## src/rtl/muldiv_unit.sv

```systemverilog
// muldiv_unit: iterative MULT/MULTU/DIV/DIVU engine that owns the
// architectural HI/LO registers. The multiply has a fixed latency. The divide
// is radix-2 restoring on magnitudes: 32 iterations followed by one sign-fix
// cycle. busy and done are registered so they can feed hazard logic directly.
module muldiv_unit #(
    parameter int MUL_LAT = 2
) (
    input  logic        clk,
    input  logic        rst,
    input  logic        start,
    input  logic [1:0]  op,
    input  logic [31:0] src_a,
    input  logic [31:0] src_b,
    input  logic        flush,
    input  logic        mt_hi,
    input  logic        mt_lo,
    input  logic [31:0] mt_data,
    output logic        busy,
    output logic        done,
    output logic [31:0] hi,
    output logic [31:0] lo
);

    typedef enum logic [1:0] {
        IDLE = 2'd0,
        MUL  = 2'd1,
        DIV  = 2'd2,
        FIX  = 2'd3
    } state_t;

    state_t      state_q;
    logic [4:0]  cnt_q;
    logic [1:0]  op_q;
    logic [31:0] a_q;
    logic [31:0] b_q;
    logic [31:0] quo_q;
    logic [31:0] rem_q;
    logic [31:0] dvs_q;
    logic [31:0] hi_q;
    logic [31:0] lo_q;
    logic        busy_q;
    logic        done_q;

    // Operand magnitudes for the divider; only signed DIV strips the sign.
    logic        a_neg_d;
    logic        b_neg_d;
    logic [31:0] a_abs_d;
    logic [31:0] b_abs_d;

    // Product, divider step and sign-fixed results.
    logic [63:0] prod_d;
    logic [32:0] trial_d;
    logic [31:0] rem_step_d;
    logic [31:0] quo_step_d;
    logic [31:0] quo_fix_d;
    logic [31:0] rem_fix_d;

    assign busy = busy_q;
    assign done = done_q;
    assign hi   = hi_q;
    assign lo   = lo_q;

    // Absolute values of the live operands, loaded into the divider at start.
    always_comb begin
        a_neg_d = op[0] & src_a[31];
        b_neg_d = op[0] & src_b[31];
        a_abs_d = a_neg_d ? (32'd0 - src_a) : src_a;
        b_abs_d = b_neg_d ? (32'd0 - src_b) : src_b;
    end

    // 64x64 product of the sign- or zero-extended operands; the low 64 bits
    // are the correct two's complement result for both MULT and MULTU.
    always_comb begin
        prod_d = {{32{op_q[0] & a_q[31]}}, a_q} * {{32{op_q[0] & b_q[31]}}, b_q};
    end

    // One restoring-division step: shift in the next dividend bit and
    // subtract the divisor when the partial remainder allows it.
    always_comb begin
        trial_d = {rem_q, quo_q[31]} - {1'b0, dvs_q};
        if (!trial_d[32]) begin
            rem_step_d = trial_d[31:0];
            quo_step_d = {quo_q[30:0], 1'b1};
        end else begin
            rem_step_d = {rem_q[30:0], quo_q[31]};
            quo_step_d = {quo_q[30:0], 1'b0};
        end
    end

    // Signed DIV: quotient negative when the signs differ, remainder follows
    // the dividend. The 0x80000000 / -1 case falls out naturally as 0x80000000.
    always_comb begin
        quo_fix_d = (op_q[0] & (a_q[31] ^ b_q[31])) ? (32'd0 - quo_q) : quo_q;
        rem_fix_d = (op_q[0] & a_q[31]) ? (32'd0 - rem_q) : rem_q;
    end

    // Control FSM with registered busy/done and HI/LO ownership.
    always_ff @(posedge clk) begin
        if (!rst) begin
            state_q <= IDLE;
            cnt_q   <= 5'd0;
            op_q    <= 2'd0;
            a_q     <= 32'd0;
            b_q     <= 32'd0;
            quo_q   <= 32'd0;
            rem_q   <= 32'd0;
            dvs_q   <= 32'd0;
            hi_q    <= 32'd0;
            lo_q    <= 32'd0;
            busy_q  <= 1'b0;
            done_q  <= 1'b0;
        end else begin
            done_q <= 1'b0;
            if (flush) begin
                state_q <= IDLE;
                busy_q  <= 1'b0;
            end else begin
                case (state_q)
                    IDLE: begin
                        if (start) begin
                            op_q   <= op;
                            a_q    <= src_a;
                            b_q    <= src_b;
                            busy_q <= 1'b1;
                            if (op[1]) begin
                                state_q <= DIV;
                                cnt_q   <= 5'd31;
                                quo_q   <= a_abs_d;
                                dvs_q   <= b_abs_d;
                                rem_q   <= 32'd0;
                            end else begin
                                state_q <= MUL;
                                cnt_q   <= 5'(MUL_LAT - 1);
                            end
                        end else begin
                            if (mt_hi) hi_q <= mt_data;
                            if (mt_lo) lo_q <= mt_data;
                        end
                    end
                    MUL: begin
                        if (cnt_q == 5'd0) begin
                            hi_q    <= prod_d[63:32];
                            lo_q    <= prod_d[31:0];
                            done_q  <= 1'b1;
                            busy_q  <= 1'b0;
                            state_q <= IDLE;
                        end else begin
                            cnt_q <= cnt_q - 5'd1;
                        end
                    end
                    DIV: begin
                        rem_q <= rem_step_d;
                        quo_q <= quo_step_d;
                        if (cnt_q == 5'd0) begin
                            state_q <= FIX;
                        end else begin
                            cnt_q <= cnt_q - 5'd1;
                        end
                    end
                    FIX: begin
                        // Divide by zero reports all-ones quotient and the raw dividend.
                        if (b_q == 32'd0) begin
                            lo_q <= 32'hFFFF_FFFF;
                            hi_q <= a_q;
                        end else begin
                            lo_q <= quo_fix_d;
                            hi_q <= rem_fix_d;
                        end
                        done_q  <= 1'b1;
                        busy_q  <= 1'b0;
                        state_q <= IDLE;
                    end
                    default: begin
                        state_q <= IDLE;
                        busy_q  <= 1'b0;
                    end
                endcase
            end
        end
    end

endmodule

```

## config.mk

```make
export PLATFORM = sky130hd
export DESIGN_NAME = muldiv_unit
export DESIGN_NICKNAME = d
export VERILOG_FILES = /design/src/rtl/muldiv_unit.sv
export SDC_FILE = /design/constraint.sdc
export NUM_CORES = 2
export LEC_CHECK = 0
export BUFFER_PORTS_ARGS = -buffer_cell sky130_fd_sc_hd__buf_2
export CAP_MARGIN = 10
export CORE_AREA = 2 2 313 315
export CTS_BUF_LIST = sky130_fd_sc_hd__clkbuf_8
export CTS_CLUSTER_DIAMETER = 120
export DETAILED_ROUTE_END_ITERATION = 6
export DIE_AREA = 0 0 315 317
export PLACE_DENSITY = 0.76
export SLEW_MARGIN = 40
export SYNTH_ARGS = -nofsm -noshare
export SYNTH_HDL_FRONTEND = slang
export SYNTH_SLANG_ARGS = --single-unit
```

## constraint.sdc

```tcl
create_clock -name clk -period 12.5 [get_ports clk]
set_clock_uncertainty 0.05 [all_clocks]
set_input_delay 1.25 -clock clk [delete_from_list [all_inputs] [get_ports clk]]
set_output_delay 1.25 -clock clk [all_outputs]
set_load 0.02 [all_outputs]
```

* Yosys cells after proc, flatten, opt, wreduce, memory -nomap -nowiden
Index checks and enable logic that the tools add are counted.
** Storage, ports and cells
- Bits in latches :: 0
- Memories kept :: 0
- Register bits :: 234
- Word-level logic and storage cells :: 90
- Memory bits (read-only) :: 0
- Bits in writable memories :: 0
- Input port bits :: 104
- Output and inout bits :: 66
** Cells by class
- Add/subtract/negate cells :: 6
- Div/mod/pow operators :: 0
- Shift-type cells :: 0
- Bitwise operators :: 8
- Mux-type cells :: 36
- Reductions and logical operators :: 16
- Equality and inequality tests :: 11
- Magnitude comparators :: 0
- Multiply operators :: 1
** Operators with widths (count)
- $mux 32 :: 17
- $pmux 32 s3 :: 2
- $pmux 32 s2 :: 2
- $sub 1x32->32 const A :: 4
- $mul 33x33->64 :: 1
- $sub 33x32->33 :: 1
- $logic_not 32->1 :: 1
- $ne 2x2->1 const B :: 8
- $mux 5 :: 3
- $reduce_and 4->1 :: 3
- $pmux 5 s2 :: 1
- $reduce_and 5->1 :: 2
- $reduce_and 3->1 :: 3
- $mux 2 :: 4
- $pmux 2 s4 :: 1
- $and 1x1->1 :: 5
- $logic_not 5->1 :: 1
- $sub 5x1->5 const B :: 1
- $eq 2x2->1 const B :: 2
- $mux 1 :: 4
- $reduce_bool 2->1 :: 2
- $reduce_or 2->1 :: 2
- $pmux 1 s3 :: 1
- $reduce_bool 3->1 :: 1
- other kinds (5) :: 6

* Depth between registers and ports, before layout
- Depth after elaboration :: 5
- Mapped depth :: 32
- Mapped depth without buffers :: 28

* Worst setup path after synthesis
Ideal clock, no wire load.
- Path type :: reg2reg
- Start point :: register a_q[31]
- End point :: register hi_q[28] (netlist: hi[28])
- Data required time :: 12.328 ns
- Arrival :: 8.419 ns
- Period minus slack after synthesis :: 8.591 ns
- Stages on the path, launching flop included :: 33
- Library setup time :: 0.122 ns
- Buffers on the path :: 4
- Slack :: 3.909 ns
- Path through :: dfxtp_1 > clkbuf_1 > and2_1 > clkbuf_1 > clkbuf_1 > clkbuf_1 > nand2_1 > inv_1 > fa_1 > inv_1 > fa_1 > inv_1 > fa_1 > fa_1 > inv_1 > fa_1 > inv_1 > fa_1 > inv_1 > fa_1 > fa_1 > inv_1 > ha_1 > a21o_1 > a21o_1 > a21oi_1 > o21bai_1 > a221o_1 > a21o_1 > a31oi_1 > xnor2_1 > a221oi_1 > nor2_1
** Between the ends
- Word-level cells in the longest chain between the ends :: 4
- Elaborated cells on any way between the ends :: 6
- Those cells by class :: 1 x mul; 4 x mux; 1 x bitwise
** Ends and longest elaborated chain
- from (decl) :: line 34 : logic [31:0] a_q;
- from (signal assigned) :: line 122 : a_q <= src_a;
- $and 1x1->1 :: line 74, 94
- $mul 33x33->64 or $mux 32 (tied branches) :: line 74, 94
- $mux 32, on equally long branches :: line 141, 162
- $pmux 32 s3 (*) :: line 118 : case (state_q)
- to (signal assigned) :: line 136 : if (mt_hi) hi_q <= mt_data;
- to (signal assigned) :: line 142 : hi_q <= prod_d[63:32];
- to (signal assigned) :: line 164 : hi_q <= a_q;
- to (decl) :: line 39 : logic [31:0] hi_q;
Every way passes the cells marked *; elsewhere a longest branch is shown, timed or not. The select of a mux whose other input is x is not followed.
A chain may end at the register's enable or synchronous reset.

* Worst setup path in the final report
- Start point :: register op_q[0]
- End point :: register hi_q[28] (netlist: hi[28])
** Between the ends
- Word-level cells in the longest chain between the ends :: 4
- Elaborated cells on any way between the ends :: 7
- Those cells by class :: 1 x mul; 4 x mux; 2 x bitwise
** Ends and longest elaborated chain
- from (decl) :: line 33 : logic [1:0] op_q;
- from (signal assigned) :: line 121 : op_q <= op;
- $and 1x1->1, on equally long branches :: line 74, 94
- $mul 33x33->64 or $mux 32 (tied branches) :: line 74, 94
- $mux 32, on equally long branches :: line 141, 162
- $pmux 32 s3 (*) :: line 118
Marked as above.

==> impl_metrics.json <==
{
  "status": "complete, but fails checks",
  "violations": "design-rule violations",
  "clkPwrFrac_pct": 31.0,
  "finalSetupViolations": 0,
  "synth_seq_cells": 234,
  "min_period_ns": 9.02,
  "post_cts_resized": 0,
  "drive_gt1_share_pct": 6.23,
  "die_h_um": 317,
  "dr.pass1.iters": 7,
  "wl_per_cell_um": 20.8,
  "track_usage_pct": 31.9,
  "syn_area_um2": 52600,
  "routed-via-count": 43075,
  "avgSynthCellArea_um2": 8.44,
  "antenna_left": 0,
  "cpLargestDelayFamily": "adder cells",
  "initial_core_util_pct": 54.6,
  "dp_hpwl_um": 122000,
  "final_core_util_pct": 57.2,
  "max_slew_margin_pct": 40.5,
  "final_nets": 7602,
  "path_buf_inv": 7,
  "leakage_nw": 26.2,
  "cts_sinks": 234,
  "hold_class": "register to register",
  "ys_types": 78,
  "cts_made_buffers": 43,
  "ios": 170,
  "ctsHtreeMaxLevel": 2,
  "drt-vias-per-instance": 5.80,
  "die-width_um": 315,
  "fmax_ghz": 0.111,
  "final_cell_count_no_fill": 7426,
  "worstPathArrival_ns": 9.46,
  "fin_setup_tns_ns": 0,
  "dieArea_um2": 99900,
  "cpMaxStageDelayCell": "fa_1",
  "synthCells": 6230,
  "cts-root-buf": "clkbuf_8",
  "synth_area_leader_cell": "fa_1",
  "cp_max_fo": 25,
  "drt_iter0_markers": 3961,
  "hold_viol": 0,
  "cap_violations": 0,
  "p_int_mw": 1.64,
  "ys_seq_area_share_pct": 8.91,
  "reg2reg_depth": 28,
  "rsz0062_at_grt": "no",
  "clock_path_buffers": 3,
  "pwr-share-comb_pct": 39.0,
  "synthFlopType": "dfxtp_1",
  "gp_congestion": 0.982,
  "area_growth_pct": 4.75,
  "drc": 1,
  "cts_setup_buffers": 0,
  "yosys.area.top_type_share_pct": 42.9,
  "sw_frac_of_total_pct": 41.6,
  "critPathLaunchType": "register",
  "grt_pass1_wl_um": 248000,
  "cts_tree": "yes",
  "seq_power_share_pct": 29.9,
  "synth_area_leaders": "fa_1, dfxtp_1, inv_1",
  "cts-hold-fix-buffers": 0,
  "r2r_start": "op_q[0]$_SDFFE_PN0P_",
  "reg2reg_to": "hi[28]$_SDFFE_PN0P_",
  "endpoint_kind": "register",
  "io_buffers": 169,
  "cpPeakStageDelay_ns": 0.86,
  "clk_latency_ns": 0.60,
  "tightestPinTransition_ns": 0.891,
  "slew_violations": 0,
  "async_flop_share_pct": 0,
  "r2r_setup_slack_ns": 3.48,
  "crit_start": "op_q[0]$_SDFFE_PN0P_",
  "finalWirelength_um": 155000,
  "num_rows": 114,
  "grt_max_degree": 82,
  "syn_nets": 7715,
  "crit_top_cell": "fa_1",
  "p_switching_mw": 1.16,
  "critPathRequiredTime_ns": 12.93,
  "critPathKind": "register to register",
  "core_um2": 96300,
  "worst-path-stages": 28,
  "finalCritPeriodShare_pct": 72.2,
  "ys_warn_count": 0,
  "overflow": 0,
  "worst_hold_slack_ns": 0.403,
  "grt_pass1_vias": 45341,
  "dp.cells": 7347,
  "path_clk_slew_ns": 0.07,
  "synth_edf_count": 0,
  "ir_drop_mv": 0.0822,
  "min_path_cells": 2,
  "critPathCapture": "hi[28]$_SDFFE_PN0P_",
  "power_density_nw_per_um2": 50.8,
  "antenna_found_initial": 5
}
[registers in the layout, indices dropped and copies added (netlist names), 2 cells and up]
name,count
b_q,32
hi,32
quo_q,32
dvs_q,32
a_q,32
lo,32
rem_q,32
cnt_q,5
state_q,2
[worst min path at each step]
stage,start,end,slack [ns]
after global routing,a_q[20]$_SDFFE_PN0P_,a_q[20]$_SDFFE_PN0P_,0.42
after detailed placement,a_q[3]$_SDFFE_PN0P_,a_q[3]$_SDFFE_PN0P_,0.40
after CTS,a_q[3]$_SDFFE_PN0P_,a_q[3]$_SDFFE_PN0P_,0.40
final,a_q[3]$_SDFFE_PN0P_,a_q[3]$_SDFFE_PN0P_,0.40
after floorplan,dvs_q[20]$_SDFFE_PN0P_,dvs_q[20]$_SDFFE_PN0P_,0.38
after global placement,dvs_q[20]$_SDFFE_PN0P_,dvs_q[20]$_SDFFE_PN0P_,0.39
[cell usage in the layout (no fill, tap or decap), types with 8 or more instances in the layout]
master,count
mux2i_1,30
nor3_1,37
dfxtp_1,229
a21o_1,59
o41ai_1,9
fa_1,1125
or4_1,11
nor4_1,26
inv_1,1196
buf_2,169
o211ai_1,16
nand4_1,23
o31ai_1,20
a31oi_1,33
a311oi_1,8
xor2_1,85
o21ai_1,26
and2_1,354
or2_2,19
nand3_1,41
nor2_1,190
a211oi_1,39
ha_1,252
nand2_1,1106
nor2b_1,12
or3_1,20
a21oi_1,277
a221oi_1,38
buf_4,84
clkbuf_8,55
a41oi_1,15
nand2b_1,20
o21ai_0,243
o21a_1,13
and3_1,29
xnor2_1,116
[final cells by class]
class	count	area, µm²
Clock inverter	20	228
Sequential cell	234	4700
Fill cell	8557	41200
Timing Repair Buffer	255	1490
Inverter	1191	4470
Antenna cell	3	7.51
Multi-Input combinational cell	4392	41800
Tap cell	1276	1600
Clock buffer	55	757
[logic make-up after synthesis]
group                      after synthesis  synth area share [%]
and+or+nand+nor                       1919                  16.6
buffers and inverters                 1604                  11.6
adders and majority gates             1381                  48.9
AOI/OAI and AO/OA                      859                  9.93
DFF                                    234                  8.91
xor gates and xnor gates               201                  3.35
muxes                                   32                 0.614
[per-layer routing]
metal / part of all wire (%) / vias to the layer above / GRT usage, %
met5: 0.027 / - / 0
li1: - / 18746 / -
met1: 37 / 21729 / 41.1
met2: 47 / 2112 / 51.8
met4: 6.0 / 6 / 16.7
met3: 9.1 / 482 / 5.27
[worst reg2reg max path: cells and delay by family (launching register included)]
kind / cells / cell delay, ns
AND/OR/NAND/NOR: 3 / 0.66
AO/OA/AOI/OAI: 8 / 1.74
adder cells (fa/ha/maj): 9 / 4.62
flip-flops: 1 / 0.68
buffers and inverters: 7 / 1.07
XOR/XNOR: 1 / 0.08
[cells in the mapped netlist, types with 26 or more instances]
cell type and number:
inv_1 1190, fa_1 1126, nand2_1 1107, clkbuf_1 397, and2_1 353, a21oi_1 278
ha_1 255, o21ai_0 243, dfxtp_1 234, nor2_1 194, xnor2_1 116, xor2_1 85
a21o_1 59, nand3_1 41, a211oi_1 39, a221oi_1 38, nor3_1 37, a31oi_1 33
mux2i_1 30, and3_1 29, nor4_1 26, o21ai_1 26
[power by group through the flow]
| stage | Sequential [mW] | Clock, mW | Combinational (mW) |
|---|---|---|---|
| after global placement | 0.851 | 0 | 1.05 |
| after detailed placement | 0.852 | 0 | 1.07 |
| final | 0.839 | 0.869 | 1.09 |
| after global routing | 0.842 | 0.902 | 1.19 |
| after CTS | 0.836 | 0.867 | 1.07 |
| after floorplan | 0.841 | 0 | 0.709 |
[through the flow]
stage	setup slack (ns)	power [mW]	instance area [µm²]
6_report	3.48	2.80	55100
5_1_grt	2.94	2.93	55100
4_1_cts	3.53	2.78	55100
3_5_place_dp	3.55	1.92	54100
3_3_place_gp	3.44	1.90	54100
2_1_floorplan	3.91	1.55	52600
(Power assumes the default switching activity.)
